**config.mk**
```make
export PLATFORM = sky130hd
export DESIGN_NAME = jk_updown_counter
export DESIGN_NICKNAME = d
export VERILOG_FILES = /design/src/rtl/counter_pkg.sv /design/src/rtl/jk_cell.sv /design/src/rtl/jk_updown_counter.sv
export SDC_FILE = /design/constraint.sdc
export NUM_CORES = 1
export LEC_CHECK = 0
export ABC_AREA = 1
export CORE_AREA = 2 2 39 41
export CTS_BUF_LIST = sky130_fd_sc_hd__clkbuf_4
export DETAILED_ROUTE_END_ITERATION = 7
export DIE_AREA = 0 0 41 43
export PLACE_DENSITY_LB_ADDON = 0.08
export REMOVE_ABC_BUFFERS = 1
export SLEW_MARGIN = 20
export SYNTH_ARGS = -nofsm -noshare
export SYNTH_HDL_FRONTEND = slang
export SYNTH_SLANG_ARGS = --single-unit
export TNS_END_PERCENT = 1
```
**constraint.sdc**
```tcl
create_clock -name clk -period 1.7 [get_ports clk]
set_input_delay 0.34 -clock clk [delete_from_list [all_inputs] [get_ports clk]]
set_output_delay 0.34 -clock clk [all_outputs]
set_load 0.05 [all_outputs]
```
**src/rtl/counter_pkg.sv**
```systemverilog
// Shared counter-library definitions: JK cell encodings, direction codes and
// the JK next-state helper used by every storage cell.
package counter_pkg;

    localparam logic [1:0] JK_HOLD   = 2'b00;
    localparam logic [1:0] JK_RESET  = 2'b01;
    localparam logic [1:0] JK_SET    = 2'b10;
    localparam logic [1:0] JK_TOGGLE = 2'b11;

    localparam logic DIR_DOWN = 1'b0;
    localparam logic DIR_UP   = 1'b1;

    function automatic logic jk_next(input logic q, input logic [1:0] jk);
        logic nxt;
        case (jk)
            JK_HOLD:   nxt = q;
            JK_RESET:  nxt = 1'b0;
            JK_SET:    nxt = 1'b1;
            JK_TOGGLE: nxt = ~q;
            default:   nxt = q;
        endcase
        return nxt;
    endfunction

endpackage

```
**src/rtl/jk_cell.sv**
```systemverilog
// One JK storage bit with asynchronous active-low reset to 0.
module jk_cell
    import counter_pkg::*;
(
    input  logic clk,
    input  logic rst_n,
    input  logic j,
    input  logic k,
    output logic q
);

    logic q_r;

    // JK state update from the {j,k} encoding
    always_ff @(posedge clk or negedge rst_n) begin
        if (!rst_n) begin
            q_r <= 1'b0;
        end else begin
            q_r <= jk_next(q_r, {j, k});
        end
    end

    assign q = q_r;

endmodule

```
**src/rtl/jk_updown_counter.sv**
```systemverilog
// Parametrised up/down modulo counter built from a row of JK cells, with
// clear, saturating load, terminal count and a registered wrap pulse.
module jk_updown_counter
    import counter_pkg::*;
#(
    parameter int WIDTH   = 3,
    parameter int MODULUS = 2 ** WIDTH
) (
    input  logic             clk,
    input  logic             rst_n,
    input  logic             en,
    input  logic             up_dn,
    input  logic             clr,
    input  logic             load,
    input  logic [WIDTH-1:0] load_val,
    output logic [WIDTH-1:0] count,
    output logic [WIDTH-1:0] count_bar,
    output logic             tc,
    output logic             wrap
);

    localparam logic [WIDTH-1:0] MAX_VAL_C = WIDTH'(MODULUS - 1);
    localparam logic [WIDTH:0]   MOD_EXT_C = (WIDTH + 1)'(MODULUS);

    logic [WIDTH-1:0] count_s;
    logic [WIDTH-1:0] t_step_s;
    logic [WIDTH-1:0] t_s;
    logic [WIDTH-1:0] d_s;
    logic [WIDTH-1:0] j_s;
    logic [WIDTH-1:0] k_s;
    logic [WIDTH-1:0] load_sat_s;
    logic             at_max_s;
    logic             at_zero_s;
    logic             force_s;
    logic             wrap_next_s;
    logic             wrap_r;

    assign at_max_s  = (count_s == MAX_VAL_C);
    assign at_zero_s = (count_s == {WIDTH{1'b0}});

    // Ripple toggle terms: bit i flips when all lower bits are 1 (up) or 0 (down)
    always_comb begin
        logic carry_v;
        carry_v  = 1'b1;
        t_step_s = {WIDTH{1'b0}};
        for (int i = 0; i < WIDTH; i++) begin
            t_step_s[i] = carry_v;
            if (up_dn == DIR_UP) begin
                carry_v = carry_v & count_s[i];
            end else begin
                carry_v = carry_v & ~count_s[i];
            end
        end
    end

    // Out-of-range load values clamp to the top of the count range
    always_comb begin
        if ({1'b0, load_val} < MOD_EXT_C) begin
            load_sat_s = load_val;
        end else begin
            load_sat_s = MAX_VAL_C;
        end
    end

    // Priority clr > load > count; wraps take the forced-value path
    always_comb begin
        force_s     = 1'b0;
        d_s         = {WIDTH{1'b0}};
        t_s         = {WIDTH{1'b0}};
        wrap_next_s = 1'b0;
        if (clr) begin
            force_s = 1'b1;
        end else if (load) begin
            force_s = 1'b1;
            d_s     = load_sat_s;
        end else if (en) begin
            if (up_dn == DIR_UP) begin
                if (at_max_s) begin
                    force_s     = 1'b1;
                    wrap_next_s = 1'b1;
                end else begin
                    t_s = t_step_s;
                end
            end else begin
                if (at_zero_s) begin
                    force_s     = 1'b1;
                    d_s         = MAX_VAL_C;
                    wrap_next_s = 1'b1;
                end else begin
                    t_s = t_step_s;
                end
            end
        end else begin
            t_s = {WIDTH{1'b0}};
        end
    end

    assign j_s = force_s ? d_s  : t_s;
    assign k_s = force_s ? ~d_s : t_s;

    for (genvar gi = 0; gi < WIDTH; gi++) begin : g_cell
        jk_cell u_cell (
            .clk   (clk),
            .rst_n (rst_n),
            .j     (j_s[gi]),
            .k     (k_s[gi]),
            .q     (count_s[gi])
        );
    end

    // Wrap pulse register, cleared by reset so a pending pulse is dropped
    always_ff @(posedge clk or negedge rst_n) begin
        if (!rst_n) begin
            wrap_r <= 1'b0;
        end else begin
            wrap_r <= wrap_next_s;
        end
    end

    assign count     = count_s;
    assign count_bar = ~count_s;
    assign tc        = en & ((up_dn & at_max_s) | (~up_dn & at_zero_s));
    assign wrap      = wrap_r;

endmodule

```
Word level (Yosys, flattened, before mapping). Index checks and enable logic that the tools add are counted.

Bits in registers: 4. Word-level logic and storage cells: 56.

Equal/unequal tests: 10. Multiplexer cells: 26. Bitwise gates (word level): 12. Reductions and logical operators: 4.

Operators with widths (number): 2-to-1 mux 3 bit (13); == test 2 bit, second input constant (6); 2-to-1 mux 1 bit (10); case mux 1 bit (3 select lines) (3); == test 2 x 1 -> 1 bit, second input constant (3); zero test 2 bit (3); NOT 3 bit (2); AND 1 bit (5); NOT 1 bit (4); == test 3 bit, second input constant (1); zero test 3 bit (1); bitwise OR 1 bit (1).

Logic depth before layout (Yosys ltp).
Depth in word-level cells: 12. Mapped depth: 10.

Hierarchy. Synthesis repeated with hierarchy kept, for this count alone.

Cell total of the unflattened synthesis: 69. Area, all modules: 385.4 sq um.

By module, submodules not included: jk_updown_counter (instances 1, cells an instance 51, area each 254.0 sq um, seq. area each 25.0 sq um); jk_cell (instances 3, cells an instance 6, area each 43.8 sq um, seq. area each 25.0 sq um).

Worst setup path before layout. Ideal clock, no wire load.

Kind: flip-flop to output port. Start: reg g_cell[0].u_cell.q_r. End: out tc. Arrival: 1.135 ns. Path slack: 0.225 ns. Stages on the path, launching flop included: 7. Buffers on the path: 1. Path through: dfrtp_1 buf_6 nor2_2 nand2_2 nand2_4 nand2_1 inv_1.

Cells in the longest elaborated chain, start to end: 4. Elaborated cells between the ends (all ways): 6. Those cells by class: 1 x eq/ne; 4 x bitwise; 1 x reduce/logical.

RTL lines: from (decl) (RTL line jk_cell.sv:12) `logic q_r;`; from (signal assigned) (RTL line jk_cell.sv:19) `q_r <= jk_next(q_r, {j, k});`; == test 3 bit or zero test 3 bit (tied branches) (RTL line jk_updown_counter.sv:38, jk_updown_counter.sv:39); AND 1 bit (RTL line jk_updown_counter.sv:122) `assign tc = en & ((up_dn & at_max_s) | (~up_dn & at_zero_s));`; bitwise OR 1 bit (*) (RTL line jk_updown_counter.sv:122); AND 1 bit (*) (RTL line jk_updown_counter.sv:122); to (decl) (RTL line jk_updown_counter.sv:18) `output logic tc,`.

Mark *: on every way between the ends. The rest lies on a longest branch, timed or not.

Worst setup path in the final report.
Start: in en. End: out tc.

Cells in the longest elaborated chain, start to end: 1.

RTL lines: from (decl) (RTL line jk_updown_counter.sv:11) `input logic en,`; AND 1 bit (RTL line jk_updown_counter.sv:122).

Every way passes these cells.

==> impl_results.md <==
- Outcome: finished clean
- Min Tclk post-route: between 1.5 and 2 ns
- Global route overflow: 0
- Final GP Congestion: 0.7939
- FP Rows: 14
- Die W: 41 um
- Core ar.: 1384 um2
- P&R area growth vs syn: 63.12%
- Pleak: 0.3393 nW
- Area of the mapped netlist: 400.4 um2
- Dpl hpwl: 741.4 um
- Initial DRC Count: 9
- Clock slew at reported path FFs: around 0.040 ns
- Final Slew Violations: 0
- Root Buffer: clkbuf_4
- # DRC: 0
- Vias in the first global route: 372
- Crit Path Category: input pin to primary output
- H-tree levels: 1
- Endpoints failing setup: 0
- Num CTS Buffers: 3
- Pin count of the biggest net entering global routing: 8
- Slew HR: 79.62%
- CP arrival: 1.31 ns
- Most frequent cells in the layout: 17 x nand2_1, 8 x nor2_1, 8 x nand3_1, 7 x inv_1, 7 x clkdlybuf4s50_1
- GRT Total Usage: approximately 14%
- RSZ-0062 raised after global routing: false
- YS warnings: 0
- Worst-Margin Slew: a little over 0.3 ns
- Antenna cells: 0
- Final antenna-violating net count: 0
- Critical path launch point type: input pin
- Req. time, crit path: 1.36 ns
- WL final: 875 um
- Worst-case clock buffer depth: 2
- Fin nets: 94
- Setup TNS: 0 ns
- Hold buffer count at cts: 0
- Final Worst Setup Slack: 0.05274 ns
- Clock net sink count: 4
- Max VDD drop: slightly above 0.4 mV
- Die area: 1763 um2
- Worst Path Max Fanout: 6
- Syn_area_per_cell: 6.256 um2
- Hold Vio Cnt, Final: 0
- Period utilisation layout: 96.90%
- Routed vias: around 420
- WL/cell: 8.838 um
- Clock Latency Late Sink: between 0.2 and 0.25 ns
- Flops & latches, synth: 4
- Worst hold path type: input pin to asynchronous set/reset pin
- CP endpoint kind: primary output
- Vias/cell: 4.283
- Initial Utilization: 28.93%
- IO Pins: 17
- Layout cells sized above 1: 31.33%
- # port buffers: 16
- Most common cell after layout, fill and taps aside: nand2_1
- First-pass GRT wire length: 1580 um
- Initial antenna violation count: 0
- Pre-CTS setup slack: -0.02557 ns
- Max Cap Viol: 0
- Post-Synthesis Cells: 64
- CTS tree: built
- Pwr Density: 716.7 nW/um2
- First-pass DRT Iterations: 4
- Yosys cell types: 18
- Sequential cell area fraction in the yosys report: 25.00%
- Die Y: roughly 43 um
- Clk_skew: 0.001742 ns
- Fmax: 607.1 MHz
## power breakdown
group	switching, mW	internal (mW)
clock	0.0375	0.0789
combinational	0.135	0.107
sequential	0.00708	0.104
## repair_timing
item,4_1_cts,5_1_grt
gates resized for setup,1,0
buffers inserted,0,0
endpoints found under the setup margin,1,0
## cell type report
cell class	count	area, um2
tap	16	20.02
sequential	4	100.1
multi-input combinational	44	221.5
fill	144	730.7
timing repair buffer	20	244.0
clock buffer	3	22.52
inverter	12	45.04
## per-stage QoR
step / area (um2) / cells / total power [mW] / hold slack, ns / util (%)
4_1_cts: 653.1 / 99 / 0.4779 / 0.3040 / 47.20
5_1_grt: 653.1 / 99 / 0.5121 / 0.2933 / 47.20
6_report: 653.1 / 99 / 0.4681 / 0.3077 / 47.20
2_1_floorplan: 366.6 / 60 / 0.2357 / 0.04441 / -
3_5_place_dp: 631.9 / 96 / 0.3552 / 0.5576 / 45.66
3_3_place_gp: 631.9 / 96 / 0.3560 / 0.5500 / 45.66
## sequential cells by signal, summed over array words and instances, names as in the netlist
register         cells
wrap                 1
g_cell.u_cell.q      3
## cell families after synthesis
group           count (synthesis)  share of synthesized area, %
compound gates                  5                         10.31
buf+inv                        16                         19.69
simple gates                   39                         45.00
flops                           4                         25.00
## cells in the mapped netlist
cell | instances | area (um2)
a21oi_4 | 1 | 16.27
buf_6 | 1 | 11.26
nand2_2 | 1 | 6.260
inv_1 | 7 | 26.28
dfrtp_1 | 4 | 100.1
nand2_4 | 1 | 11.26
nor2_1 | 8 | 30.03
nand2_1 | 17 | 63.81
clkinv_1 | 1 | 3.750
o211ai_1 | 2 | 15.01
inv_2 | 4 | 15.01
or2_2 | 1 | 6.260
o21ai_1 | 1 | 5.000
nand3_1 | 8 | 40.04
buf_4 | 3 | 22.52
nand3_2 | 1 | 10.01
o21ai_0 | 1 | 5.000
nor2_2 | 2 | 12.51
## worst paths after layout
check	start	to	cells past startpoint	slack [ns]
max	en	tc	4	0.05
min	rst_n	g_cell[0].u_cell.q$_DFFE_PN0P_	1	0.31
max reg2reg	g_cell[1].u_cell.q$_DFFE_PN0P_	g_cell[1].u_cell.q$_DFFE_PN0P_	9	0.51
min reg2reg	g_cell[1].u_cell.q$_DFFE_PN0P_	g_cell[1].u_cell.q$_DFFE_PN0P_	3	0.70
max in group asynchronous	rst_n	g_cell[1].u_cell.q$_DFFE_PN0P_	1	1.23
min in group clk	g_cell[1].u_cell.q$_DFFE_PN0P_	g_cell[1].u_cell.q$_DFFE_PN0P_	3	0.70
## layer usage
metal,vias to the layer above,global-route usage [%],share of wire (%),routed length (um)
met5,-,0,0,0
met4,0,6.000,0,0
met3,0,9.424,6.4,56
met2,15,17.81,45,394
met1,174,17.80,48,424
li1,235,-,-,-
## worst max-delay path, stage by stage
cell and delay [ns]:
clkdlybuf4s50_1 0.64, nand2_1 0.09, inv_1 0.10, buf_12 0.14
Note: power is estimated with default switching activity, not from simulation.
